<file path="src/rtl/io_map_pkg.sv">
// io_map_pkg: shared IO address map and scan encodings for io_scan_ctrl.
//   ADDR_*   IO word addresses decoded on IOAddr
//   SEG_OFF  segment pattern with every segment dark (active-low)
//   AN_OFF   anode pattern with every digit disabled (active-low)
//   scan_state_e  scan sequencer state encoding
package io_map_pkg;

    localparam logic [3:0] ADDR_DISP = 4'h0;
    localparam logic [3:0] ADDR_CTRL = 4'h1;
    localparam logic [3:0] ADDR_SW   = 4'h4;
    localparam logic [3:0] ADDR_DIR  = 4'h8;
    localparam logic [3:0] ADDR_STAT = 4'hC;

    localparam logic [6:0] SEG_OFF = 7'h7F;
    localparam logic [3:0] AN_OFF  = 4'hF;

    typedef enum logic [1:0] {
        SCAN_OFF   = 2'd0,
        SCAN_SHOW  = 2'd1,
        SCAN_BLANK = 2'd2
    } scan_state_e;

    // Active-low one-hot anode enable for digit idx.
    function automatic logic [3:0] an_sel(input logic [1:0] idx);
        logic [3:0] onehot;
        onehot = 4'b0001 << idx;
        return ~onehot;
    endfunction

endpackage

</file>
<file path="src/rtl/io_debounce.sv">
// io_debounce: two-flop synchroniser followed by a stability counter.
//   clk_i   system clock
//   rst_ni  asynchronous active-low reset
//   raw_i   asynchronous raw inputs (W bits, treated as one group)
//   db_o    debounced value, updates once the synchronised input has held a
//           new value for 2**DEB_BITS cycles
module io_debounce #(
    parameter int W        = 1,
    parameter int DEB_BITS = 16
) (
    input  logic         clk_i,
    input  logic         rst_ni,
    input  logic [W-1:0] raw_i,
    output logic [W-1:0] db_o
);

    localparam logic [DEB_BITS-1:0] CNT_ONE = {{(DEB_BITS-1){1'b0}}, 1'b1};

    logic [W-1:0]        sync1_q, sync2_q, cand_q, db_q, db_d;
    logic [DEB_BITS-1:0] cnt_q, cnt_d;

    always_ff @(posedge clk_i or negedge rst_ni) begin
        if (!rst_ni) begin
            sync1_q <= '0;
            sync2_q <= '0;
            cand_q  <= '0;
            cnt_q   <= '0;
            db_q    <= '0;
        end else begin
            sync1_q <= raw_i;
            sync2_q <= sync1_q;
            cand_q  <= sync2_q;
            cnt_q   <= cnt_d;
            db_q    <= db_d;
        end
    end

    // cand_q is the previous synchronised sample: any movement restarts the
    // count, and nothing counts while the candidate equals the accepted value.
    always_comb begin
        cnt_d = cnt_q;
        db_d  = db_q;
        if ((sync2_q != cand_q) || (cand_q == db_q)) begin
            cnt_d = '0;
        end else if (&cnt_q) begin
            db_d  = cand_q;
            cnt_d = '0;
        end else begin
            cnt_d = cnt_q + CNT_ONE;
        end
    end

    assign db_o = db_q;

endmodule

</file>
<file path="src/rtl/io_scan_ctrl.sv">
// io_scan_ctrl: memory-mapped IO block for the MIPS IO port.
//   CLK, RESET_N           clock, asynchronous active-low reset
//   IOAddr, IOWriteData,   processor IO write port (one-cycle strobe)
//   IOWriteEn
//   IOReadData             read data, combinational from registered state
//   SW_IN, DIR_IN          raw switches, debounced internally
//   LED, AN                registered 7-segment drive, active-low
//
// state | meaning
// OFF   | display disabled; outputs dark, idx and dwell counter held at 0
// SHOW  | digit idx driven for 2**SCAN_BITS cycles; the first dwell after
//       | reset or OFF is kept dark (lit_q=0) so the first digit appears
//       | one full dwell later
// BLANK | all anodes off for BLANK_CYCLES cycles between digits
module io_scan_ctrl
    import io_map_pkg::*;
#(
    parameter int SCAN_BITS    = 14,
    parameter int BLANK_CYCLES = 64,
    parameter int DEB_BITS     = 16
) (
    input  logic        CLK,
    input  logic        RESET_N,
    input  logic [3:0]  IOAddr,
    input  logic [31:0] IOWriteData,
    input  logic        IOWriteEn,
    output logic [31:0] IOReadData,
    input  logic [1:0]  SW_IN,
    input  logic        DIR_IN,
    output logic [6:0]  LED,
    output logic [3:0]  AN
);

    localparam int BLANK_W = (BLANK_CYCLES > 1) ? $clog2(BLANK_CYCLES) : 1;
    localparam int CNT_W   = (SCAN_BITS > BLANK_W) ? SCAN_BITS : BLANK_W;

    localparam logic [CNT_W-1:0] DWELL_TC = CNT_W'((2 ** SCAN_BITS) - 1);
    localparam logic [CNT_W-1:0] BLANK_TC = CNT_W'(BLANK_CYCLES - 1);
    localparam logic [CNT_W-1:0] CNT_ONE  = CNT_W'(1);

    scan_state_e      state_q, state_d;
    logic [1:0]       idx_q, idx_d;
    logic [CNT_W-1:0] cnt_q, cnt_d;
    logic             lit_q, lit_d;
    logic [27:0]      shadow_q, shadow_d;
    logic [27:0]      active_q, active_d;
    logic [7:0]       frame_q, frame_d;
    logic             disp_en_q, disp_en_d;
    logic             blank_en_q, blank_en_d;
    logic [6:0]       led_q, led_d;
    logic [3:0]       an_q, an_d;

    logic             wr_disp, wr_ctrl, advance;
    logic [6:0]       digit;
    logic [1:0]       sw_db;
    logic             dir_db;
    logic             unused_wdata;

    assign unused_wdata = ^IOWriteData[31:28];

    io_debounce #(.W(2), .DEB_BITS(DEB_BITS)) u_deb_sw (
        .clk_i  (CLK),
        .rst_ni (RESET_N),
        .raw_i  (SW_IN),
        .db_o   (sw_db)
    );

    io_debounce #(.W(1), .DEB_BITS(DEB_BITS)) u_deb_dir (
        .clk_i  (CLK),
        .rst_ni (RESET_N),
        .raw_i  (DIR_IN),
        .db_o   (dir_db)
    );

    always_ff @(posedge CLK or negedge RESET_N) begin
        if (!RESET_N) begin
            state_q    <= SCAN_SHOW;
            idx_q      <= '0;
            cnt_q      <= '0;
            lit_q      <= 1'b0;
            shadow_q   <= '0;
            active_q   <= '0;
            frame_q    <= '0;
            disp_en_q  <= 1'b1;
            blank_en_q <= 1'b1;
            led_q      <= SEG_OFF;
            an_q       <= AN_OFF;
        end else begin
            state_q    <= state_d;
            idx_q      <= idx_d;
            cnt_q      <= cnt_d;
            lit_q      <= lit_d;
            shadow_q   <= shadow_d;
            active_q   <= active_d;
            frame_q    <= frame_d;
            disp_en_q  <= disp_en_d;
            blank_en_q <= blank_en_d;
            led_q      <= led_d;
            an_q       <= an_d;
        end
    end

    // Register writes. shadow_d is used below as the frame-boundary source,
    // so a display write landing on the boundary cycle goes straight to active.
    always_comb begin
        wr_disp    = IOWriteEn && (IOAddr == ADDR_DISP);
        wr_ctrl    = IOWriteEn && (IOAddr == ADDR_CTRL);
        shadow_d   = wr_disp ? IOWriteData[27:0] : shadow_q;
        disp_en_d  = wr_ctrl ? IOWriteData[0] : disp_en_q;
        blank_en_d = wr_ctrl ? IOWriteData[1] : blank_en_q;
    end

    always_comb begin
        state_d  = state_q;
        idx_d    = idx_q;
        cnt_d    = cnt_q + CNT_ONE;
        lit_d    = lit_q;
        active_d = active_q;
        frame_d  = frame_q;
        advance  = 1'b0;

        case (state_q)
            SCAN_OFF: begin
                cnt_d = '0;
                idx_d = '0;
                lit_d = 1'b0;
                if (disp_en_q) begin
                    state_d  = SCAN_SHOW;
                    active_d = shadow_d;
                end
            end
            SCAN_SHOW: begin
                if (cnt_q == DWELL_TC) begin
                    cnt_d = '0;
                    if (!lit_q) begin
                        lit_d = 1'b1;
                    end else if (blank_en_q) begin
                        state_d = SCAN_BLANK;
                    end else begin
                        advance = 1'b1;
                    end
                end
            end
            SCAN_BLANK: begin
                // blank_en is only consulted on entry, so a blank in
                // progress always runs to completion.
                if (cnt_q == BLANK_TC) begin
                    cnt_d   = '0;
                    state_d = SCAN_SHOW;
                    advance = 1'b1;
                end
            end
            default: begin
                state_d = SCAN_OFF;
            end
        endcase

        if (advance) begin
            idx_d = idx_q + 2'd1;
            if (idx_q == 2'd3) begin
                active_d = shadow_d;
                frame_d  = frame_q + 8'd1;
            end
        end

        if (!disp_en_q) begin
            state_d  = SCAN_OFF;
            idx_d    = '0;
            cnt_d    = '0;
            lit_d    = 1'b0;
            active_d = active_q;
            frame_d  = frame_q;
        end
    end

    always_comb begin
        case (idx_q)
            2'd1:    digit = active_q[13:7];
            2'd2:    digit = active_q[20:14];
            2'd3:    digit = active_q[27:21];
            default: digit = active_q[6:0];
        endcase
    end

    always_comb begin
        led_d = SEG_OFF;
        an_d  = AN_OFF;
        if ((state_q == SCAN_SHOW) && lit_q) begin
            an_d  = an_sel(idx_q);
            led_d = ~digit;
        end
    end

    assign LED = led_q;
    assign AN  = an_q;

    always_comb begin
        case (IOAddr)
            ADDR_SW:   IOReadData = {30'b0, sw_db};
            ADDR_DIR:  IOReadData = dir_db ? 32'h0000_0004 : 32'hFFFF_FFFC;
            ADDR_STAT: IOReadData = {22'b0, disp_en_q, blank_en_q, frame_q};
            default:   IOReadData = 32'h0;
        endcase
    end

endmodule
</file>
<file path="config.mk">
export PLATFORM = sky130hd
export DESIGN_NAME = io_scan_ctrl
export DESIGN_NICKNAME = d
export VERILOG_FILES = /design/src/rtl/io_map_pkg.sv /design/src/rtl/io_debounce.sv /design/src/rtl/io_scan_ctrl.sv
export SDC_FILE = /design/constraint.sdc
export NUM_CORES = 1
export LEC_CHECK = 0
export ABC_CLOCK_PERIOD_IN_PS = 4100
export CORE_UTILIZATION = 40
export DETAILED_ROUTE_END_ITERATION = 10
export GPL_TIMING_DRIVEN = 0
export SLEW_MARGIN = 20
export SYNTH_ARGS = -nofsm -noshare
export SYNTH_HDL_FRONTEND = slang
export SYNTH_HIERARCHICAL = 1
export SYNTH_SLANG_ARGS = --single-unit
export TNS_END_PERCENT = 10
</file>
<file path="constraint.sdc">
create_clock -name CLK -period 4.1 [get_ports CLK]
set_clock_uncertainty 0.15 [all_clocks]
set_input_delay 0.82 -clock CLK [delete_from_list [all_inputs] [get_ports CLK]]
set_output_delay 0.82 -clock CLK [all_outputs]
set_load 0.02 [all_outputs]
</file>
Word-level counts from Yosys, hierarchy flattened
Cells that the tools add are included.
- register bits: 140
- word-level logic and storage cells: 100
- output and inout port bits: 43
- input bits: 42
- shift operators: 1
- bitwise operators: 4
- mux-type cells: 34
- reduce and logical (&&, ||, !) cells: 14
- add/subtract/negate cells: 5
- eq/ne operators: 21
- operator list (operator ; count):
    $mux W28 ; 4
    $pmux W32 S3 ; 1
    $mux W16 ; 4
    $mux W14 ; 3
    $pmux W14 S3 ; 1
    $reduce_and A17 Y1 ; 2
    $add A16 B1 Y16 const B ; 2
    $mux W32 ; 1
    $reduce_and A16 Y1 ; 2
    $pmux W7 S3 ; 1
    $mux W2 ; 8
    $add A14 B1 Y14 const B ; 1
    $eq A14 B14 Y1 const B ; 1
    $eq A14 B6 Y1 const B ; 1
    $ne A3 B3 Y1 const B ; 4
    $add A8 B1 Y8 const B ; 1
    $eq A4 B4 Y1 const B ; 2
    $mux W7 ; 1
    $not A7 Y7 ; 1
    $eq A2 B2 Y1 const B ; 3
    $mux W1 ; 6
    $ne A3 B1 Y1 const B ; 2
    $pmux W2 S3 ; 1
    $eq A2 B1 Y1 const B ; 2
    other kinds (19) ; 24

Longest topological paths before layout
Gate-level depths: netlist of run 1.
- depth in word-level cells: 6
- gate-level depth with buffers: 8
- depth with buffers taken out: 7

Hierarchy
The synthesis of run 1 kept the hierarchy.
- by module, submodules not included (module ; area each (µm²) ; instances ; cells each):
    io_scan_ctrl ; 4534.3 ; 1 ; 374
    io_debounce at u_deb_sw ; 1059.8 ; 1 ; 93
    io_debounce at u_deb_dir ; 913.4 ; 1 ; 88

Least setup slack after synthesis of run 1
OpenSTA, ideal clock, no wires.
- path kind: input -> output
- from: input IOAddr[1]
- to: output IOReadData[11]
- cell stages on the path: 6
- data arrival time: 2.233 ns
- data required time: 3.130 ns
- path slack: 0.897 ns
- path through: nor2_1 > nand2_1 > or3_1 > clkbuf_1 > inv_1 > buf_4
- word-level cells in the longest chain between the ends: 2
- elaborated cells on any way between the ends: 4
- classes of those cells: 3 x eq/ne; 1 x mux
- ends and longest elaborated chain (element ; line ; text):
    start, declared ; io_scan_ctrl.sv:24 ; input logic [3:0] IOAddr,
    $eq A4 B4 Y1 / $eq A4 B3 Y1 (equally long branches) ; io_scan_ctrl.sv:198 ; case (IOAddr)
    $pmux W32 S3 * ; io_scan_ctrl.sv:198 ;
    end, declared ; io_scan_ctrl.sv:27 ; output logic [31:0] IOReadData,
Mark *: on every way between the ends. The rest lies on a longest branch, timed or not.

Worst setup path in the final report of run 1
- from: input IOAddr[1]
- to: output IOReadData[31]
Same word-level chain as after synthesis.

==> summary.md, run 1 <==
| Metric | Value |
|---|---|
| Status | finished clean |
| Critical Path End Type | output port |
| Startpoint class of the critical path | primary input |
| TritonRoute pass-1 iters | 4 |
| Met1 wire length | roughly 6.3 mm |
| Cell mode on critical path | clkdlybuf4s50_1 |
| Endpoints failing hold | 0 |
| GP Congestion | about 0.80 |
| Post-layout util | slightly above 50% |
| Root Buffer Master | clkbuf_16 |
| Largest net degree at the start of global routing | 76 |
| Die height | between 100 and 150 um |
| Mapped Nets | a little over 600 |
| Primary FF master, synth | dfrtp_1 |
| First-pass GRT wire length | 21.1 mm |
| Area Growth Syn to Fin | 26.7% |
| Total clock sinks | 140 |
| Initial antenna violation count | 0 |
| Fmax | about 0.25 GHz |
| Setup WS pre-CTS | -0.250 ns |
| Met2 routed WL | between 5 and 6 mm |
| Die area | 0.0168 mm2 |
| Critical path's slowest cell | clkdlybuf4s50_1 |
| Num rows | 46 |
| CTS tree | done |
| CTS buffer count | 17 |
| Synth cell types | 51 |
| Worst-Skew Late Latency | roughly 0.41 ns |
| Slew at the pin with the worst max-slew slack | ~0.70 ns |
| H-tree Lvls | 4 |
| Routed WL | ~13 mm |
| Register bit count reported by yosys | between 100 and 150 |
| Routed len/inst | about 14 um |
| Routed Antenna Nets | 0 |
| Initial Utilization | roughly two fifths |
| Final worst slack | around 0.17 ns |
| DR vias/cell | just under 5 |
| Worst-path clk slew | roughly 0.06 ns |
| Port Buffers | 80 |
| CP required | approximately 3.1 ns |
| RSZ-0062 raised after global routing | false |
| Worst min path class | in2async |
| FF+latch area | roughly 0.0035 mm2 |
| Core ar. | approximately 0.016 mm2 |
| CTS max path bufs | 2 |
| Commonest non-fill, non-tap cell in the layout | dfrtp_1 |
| Crit path DAT | around 3.0 ns |
| Layout net count | approximately 710 |
| Netlist Area Pre-Place | 0.00651 mm2 |
| GR Overflow Total | 0 |
| Final Critical Period | approximately 3.9 ns |
| Post-synth ARST share | 100% |
| Final setup violation count | 0 |
| Slew Viols, Final | 0 |
| Crit Path Class | in2out |
| DRC errors left | 0 |
| Power per cell area | a little under 500 mW/mm2 |
| DRT iter0 DRCs | ~240 |
| Peak supply drop | approximately 0.33 mV |
| Slowest stage delay, CP | ~0.58 ns |
| Fillcell total | 1431 |
| Share of layout cells above drive strength 1 | roughly 25% |
| Post-Syn Area per Cell | about 12 um2 |
| Leak Pwr | roughly 3.6 nW |
| Detailed placement HPWL | 8.90 mm |
| Commonest cells after routing, fill and taps aside | dfrtp_1, clkdlybuf4s50_1, nor2_1, nand2_1, mux2_2 |
| I/O pins | between 80 and 90 |
| Multi-input logic area | 0.00269 mm2 |
| Max Cap Viol | 0 |
| Die X | 130 um |
| Total Routing Usage GR | between 15 and 20% |
| Register area share after synthesis | 54.1% |
| Antenna fix cells | 0 |
| Met3 WL | roughly 510 um |
| CP cell instances | clkdlybuf4s50_1, nor2_2, nand2_1, or3_1, clkbuf_2, clkinvlp_4, buf_4, clkdlybuf4s50_1 |
| Top Layer Used | met4 |
| Period utilization | between 90% and 100% |
| Syn Inst Count | around 560 |
| Vias in the first global route | 4266 |
| Slew HR | around 53% |
| Crit path max fanout | 11 |
| Number of synthesized flops with an enable pin | 0 |
| Synth warnings | 6 |
| DR vias | approximately 4300 |
## kinds of logic after synthesis
logic type               synth area share [%]
AO/OA/AOI/OAI                            4.54
AND/OR/NAND/NOR                          14.8
multiplexers                             12.4
flip-flops                               54.1
XOR/XNOR                                 6.73
adder cells (fa/ha/maj)                  2.69
buffers and inverters                    4.65
## state kept, by name, summed over array words and instances (netlist names), 4 cells and up
name             count
active_q            28
LED                  7
cnt_q               14
AN                   4
u_deb_sw/cnt_q      16
u_deb_dir/cnt_q     16
frame_q              8
shadow_q            28
## report_power, final
| group | switching [mW] | internal, mW | total, mW | leakage, nW |
|---|---|---|---|---|
| clock network | 0.581 | 1.10 | 1.68 | 0.314 |
| logic | 0.292 | 0.398 | 0.690 | 1.48 |
| registers | 0.116 | 1.61 | 1.73 | 1.79 |
## final timing paths
check	from	to	slack, ns	depth (start not counted)
setup / recovery	IOAddr[1]	IOReadData[31]	0.17	8
hold / removal	RESET_N	cnt_q[11]$_DFF_PN0_	0.20	1
setup reg to reg	state_q[0]$_DFFE_PN1P_	active_q[18]$_DFFE_PN0P_	1.33	7
hold reg to reg	u_deb_dir/sync1_q$_DFF_PN0_	u_deb_dir/sync2_q$_DFF_PN0_	0.21	0
max in group asynchronous	RESET_N	state_q[0]$_DFFE_PN1P_	2.86	2
min in group CLK	u_deb_dir/sync1_q$_DFF_PN0_	u_deb_dir/sync2_q$_DFF_PN0_	0.21	0
## stage by stage
| stage | setup TNS [ns] | std cells | cell area (um2) | hold WS (ns) | total power, mW |
|---|---|---|---|---|---|
| 6_report | 0 | 885 | 8240 | 0.198 | 4.10 |
| 5_1_grt | 0 | 885 | 8240 | 0.221 | 4.29 |
| 4_1_cts | 0 | 884 | 8240 | 0.211 | 4.15 |
| 3_5_place_dp | -5.16 | 852 | 7610 | 0.196 | 2.44 |
| 3_3_place_gp | -451.79 | 851 | 7580 | 0.186 | 2.42 |
| 2_1_floorplan | 0 | 555 | 6510 | 0.181 | 2.23 |
## final cells by class
type	count	area share, %
inverters	17	0.820
multi-input cells	361	32.6
repair buffers	81	9.65
flip-flops and latches	140	42.7
plain buffers	37	2.91
clock inverters	13	2.60
well taps	216	3.28
clock buffers	19	5.37
repair inverters	1	0.0607
## cells in the mapped netlist (3+ instances only)
cell,count,area [um2]
dfrtp_1,126,3150
nor2_1,59,221
nand2_1,54,203
mux2_2,39,439
xnor2_1,37,324
buf_4,22,165
mux2_4,22,330
nand3_1,17,85.1
inv_1,16,60.1
nand4_1,16,100
dfstp_2,14,368
ha_1,14,175
o21ai_0,13,65.1
xor2_1,13,114
clkbuf_1,11,41.3
nor3_1,9,45.0
and3_1,8,50.1
a222oi_1,7,70.1
nor4_1,7,43.8
a21oi_1,4,20.0
and2_1,4,25.0
mux2i_1,4,40.0
or4_1,3,22.5
## routing by layer
layer | track usage [%] | vias to the layer above
met5 | 0 | -
met4 | 6.91 | 0
met3 | 3.51 | 17
met2 | 25.4 | 95
met1 | 22.4 | 2117
li1 | - | 2096
## critical path: cells and delay by family
family	cells	cell delay, ns
AND/OR/NAND/NOR	3	0.58
buffers and inverters	5	1.56
## repair_timing
action	CTS	global route
pin swaps	0	0
hold buffers	0	0
gates resized for setup	18	0
endpoints found under the setup margin	22	7
setup buffers	0	0
gates cloned	0	1
(Power assumes the default switching activity.)
==> inputs of run 2 (changes only) <==
--- a/config.mk
+++ b/config.mk
@@ -5,8 +5,8 @@
 export SDC_FILE = /design/constraint.sdc
 export NUM_CORES = 1
 export LEC_CHECK = 0
-export ABC_CLOCK_PERIOD_IN_PS = 4100
-export CORE_UTILIZATION = 40
+export ABC_CLOCK_PERIOD_IN_PS = 4200
+export CORE_UTILIZATION = 30
 export DETAILED_ROUTE_END_ITERATION = 10
 export GPL_TIMING_DRIVEN = 0
 export SLEW_MARGIN = 20
==> constraint.sdc (replaced) <==
create_clock -name CLK -period 4.2 [get_ports CLK]
set_clock_uncertainty 0.15 [all_clocks]
set_input_delay 0.84 -clock CLK [delete_from_list [all_inputs] [get_ports CLK]]
set_output_delay 0.84 -clock CLK [all_outputs]
set_load 0.02 [all_outputs]
==> run 2 against run 1 <==
  * Register-to-register slack improved by 0.07 ns
  * Via count fell by 1.9%
  * Routed wire length rose by 2.3%
  * First-iteration DRC count fell by 35%
  * Sequential share of layout area fell by 0.35 points
  * Sequential power fell by 3%
  * Largest cell class unchanged
==> summary.md, run 2 (synthesis results as in run 1) <==
| Metric | Value |
|---|---|
| Status | finished clean |
| Port Buffers | 80 (unchanged) |
| Vias in the first global route | 4170 (-2.3%) |
| Die X | 149 um (+15%) |
| Power per cell area | 469 mW/mm2 (-5.6%) |
| Crit path DAT | 2.93 ns (-0.03 ns) |
| Slew at the pin with the worst max-slew slack | 0.720 ns (+0.0226 ns) |
| Commonest cells after routing, fill and taps aside | dfrtp_1, clkdlybuf4s50_1, nor2_1, nand2_1, mux2_2 |
| DR vias | 4242 (-1.9%) |
| Largest regs | active_q x28, shadow_q x28 |
| Initial antenna violation count | 0 (unchanged) |
| Slowest stage delay, CP | 0.59 ns (about the same) |
| Setup WS pre-CTS | -0.128 ns (+0.121 ns) |
| CP cell instances | clkdlybuf4s50_1, nor2_1, nand2_1, or3_4, clkinvlp_2, buf_4, clkdlybuf4s50_1 |
| DRC errors left | 0 (unchanged) |
| Post-CTS Setup Inserts | 0 (unchanged) |
| DRT iter0 DRCs | 157 (-35%) |
| Initial Utilization | 30.8% (-10 points) |
| Worst-Skew Late Latency | 0.42 ns (about the same) |
| CTS buffer count | 17 (unchanged) |
| Worst-path clk slew | 0.06 ns (about the same) |
| I/O pins | 85 (unchanged) |
| Detailed placement HPWL | 8.89 mm (about the same) |
| Die height | 149 um (+15%) |
| Final setup violation count | 0 (unchanged) |
| GP Congestion | 0.794 (-1.3%) |
| Num rows | 53 (+15%) |
| Crit Path Class | in2out |
| Routed len/inst | 13.7 um (-4.0%) |
| Worst hold slack | 0.197 ns (-0.000888 ns) |
| Largest net degree at the start of global routing | 78 (+2.6%) |
| Final worst slack | 0.285 ns (+0.111 ns) |
| Die area | 0.0223 mm2 (+33%) |
| Area Growth Syn to Fin | 27.7% |
| Slew HR | 51.8% (-1.7 points) |
| Startpoint class of the critical path | primary input |
| Critical Path End Type | output port |
| Slew Viols, Final | 0 (unchanged) |
| RSZ-0062 raised after global routing | false |
| Cell mode on critical path | clkdlybuf4s50_1 |
| Final Instance Area | 0.00831 mm2 (+0.83%) |
| CTS tree | done |
| Leak Pwr | 3.54 nW (-1.3%) |
| Fmax | roughly 0.26 GHz |
| TritonRoute pass-1 iters | 5 (+1) |
| CTS max path bufs | 2 (unchanged) |
| Hold-fix buffers, CTS | 0 (unchanged) |
| Crit path max fanout | 10 (-1) |
| Peak supply drop | 0.286 mV (-14%) |
| GR Overflow Total | 0 (unchanged) |
| Commonest non-fill, non-tap cell in the layout | dfrtp_1 |
| Top cell family by delay on the critical path | buffers and inverters |
| Core ar. | 0.0212 mm2 (+33%) |
| CP required | 3.21 ns (+0.08 ns) |
| Layout net count | 712 (unchanged) |
| Period utilization | slightly above 90% |
| Endpoints failing hold | 0 (unchanged) |
| Fillcell total | 2010 (+40%) |
| Share of layout cells above drive strength 1 | 22.9% (-2.1 points) |
| Total clock sinks | 140 (unchanged) |
| First-pass GRT wire length | 21.6 mm (+2.8%) |
| Bufs and invs on worst path | 4 (-1) |
| H-tree Lvls | 4 (unchanged) |
| Final Critical Period | just under 4 ns |
| Critical path's slowest cell | clkdlybuf4s50_1 |
| Final total power | 3.90 mW (-4.8%) |
| Max Cap Viol | 0 (unchanged) |
| Placement Cell Area | 0.00768 mm2 (+0.97%) |
| DR vias/cell | 4.49 (-8.0%) |
| Antenna fix cells | 0 (unchanged) |
| Root Buffer Master | clkbuf_16 |
| Routed WL | 12.9 mm (+2.3%) |
| Total Routing Usage GR | 12.4% (-4.0 points) |
| Worst min path class | in2async |
| Routed Antenna Nets | 0 (unchanged) |
-- run 2: report_power, final --
part | leakage [nW] | total [mW] | switching (mW) | internal (mW)
sequential | 1.79 | 1.68 | 0.109 | 1.57
clock | 0.299 | 1.54 | 0.618 | 0.924
combinational | 1.45 | 0.679 | 0.288 | 0.391
total | 3.54 | 3.90 | 1.01 | 2.89
-- run 2: what timing repair did --
item | CTS | global route
resized for setup | 1 | 2
endpoints found under the hold margin | 0 | 0
endpoints found under the setup margin | 22 | 22
gates cloned | 0 | 2
-- run 2: metrics by stage --
| stage | instances | utilization [%] | setup TNS [ns] |
|---|---|---|---|
| floorplan | 555 | - | 0 |
| global placement | 910 | 36.2 | -475.29 |
| detailed placement | 911 | 36.3 | -2.59 |
| CTS | 943 | 39.2 | 0 |
| global route | 944 | 39.3 | 0 |
| finish | 944 | 39.3 | 0 |
-- run 2: final timing paths --
| path | startpoint | endpoint | slack, ns | cells after the start |
|---|---|---|---|---|
| setup / recovery | IOAddr[1] | IOReadData[14] | 0.28 | 7 |
| hold / removal | RESET_N | u_deb_sw/cnt_q[7]$_DFF_PN0_ | 0.20 | 1 |
| setup reg to reg | state_q[0]$_DFFE_PN1P_ | active_q[16]$_DFFE_PN0P_ | 1.40 | 7 |
| hold reg to reg | u_deb_sw/sync1_q[0]$_DFF_PN0_ | u_deb_sw/sync2_q[0]$_DFF_PN0_ | 0.20 | 0 |
| max in group asynchronous | RESET_N | state_q[0]$_DFFE_PN1P_ | 2.92 | 2 |
| min in group CLK | u_deb_sw/sync1_q[0]$_DFF_PN0_ | u_deb_sw/sync2_q[0]$_DFF_PN0_ | 0.20 | 0 |
-- run 2: cell type report --
class                   count  area, um2  area share [%]
flip-flops and latches    140       3520            42.4
multi-input cells         361       2690            32.3
repair buffers             81        833            10.0
clock buffers              19        453            5.45
well taps                 275        344            4.14
plain buffers              36        235            2.83
clock inverters            13        156            1.88
inverters                  17       67.6           0.813
repair inverters            2       12.5           0.151
-- run 2: layer usage --
metal  routed length (um)  track usage (%)  vias up
met3                  599             3.76        4
met5                    0                0        -
met2                 5570             17.3       93
met1                 6690             18.3     2039
met4                   79             3.52        0
li1                     -                -     2106
==> inputs of run 3 (changes only) <==
--- a/config.mk
+++ b/config.mk
@@ -9,6 +9,7 @@
 export CORE_UTILIZATION = 30
 export DETAILED_ROUTE_END_ITERATION = 10
 export GPL_TIMING_DRIVEN = 0
+export HOLD_SLACK_MARGIN = 0.02
 export SLEW_MARGIN = 20
 export SYNTH_ARGS = -nofsm -noshare
 export SYNTH_HDL_FRONTEND = slang
==> results of run 3 <==
Same layout as run 2: the final DEF is identical, and so are final timing and power.
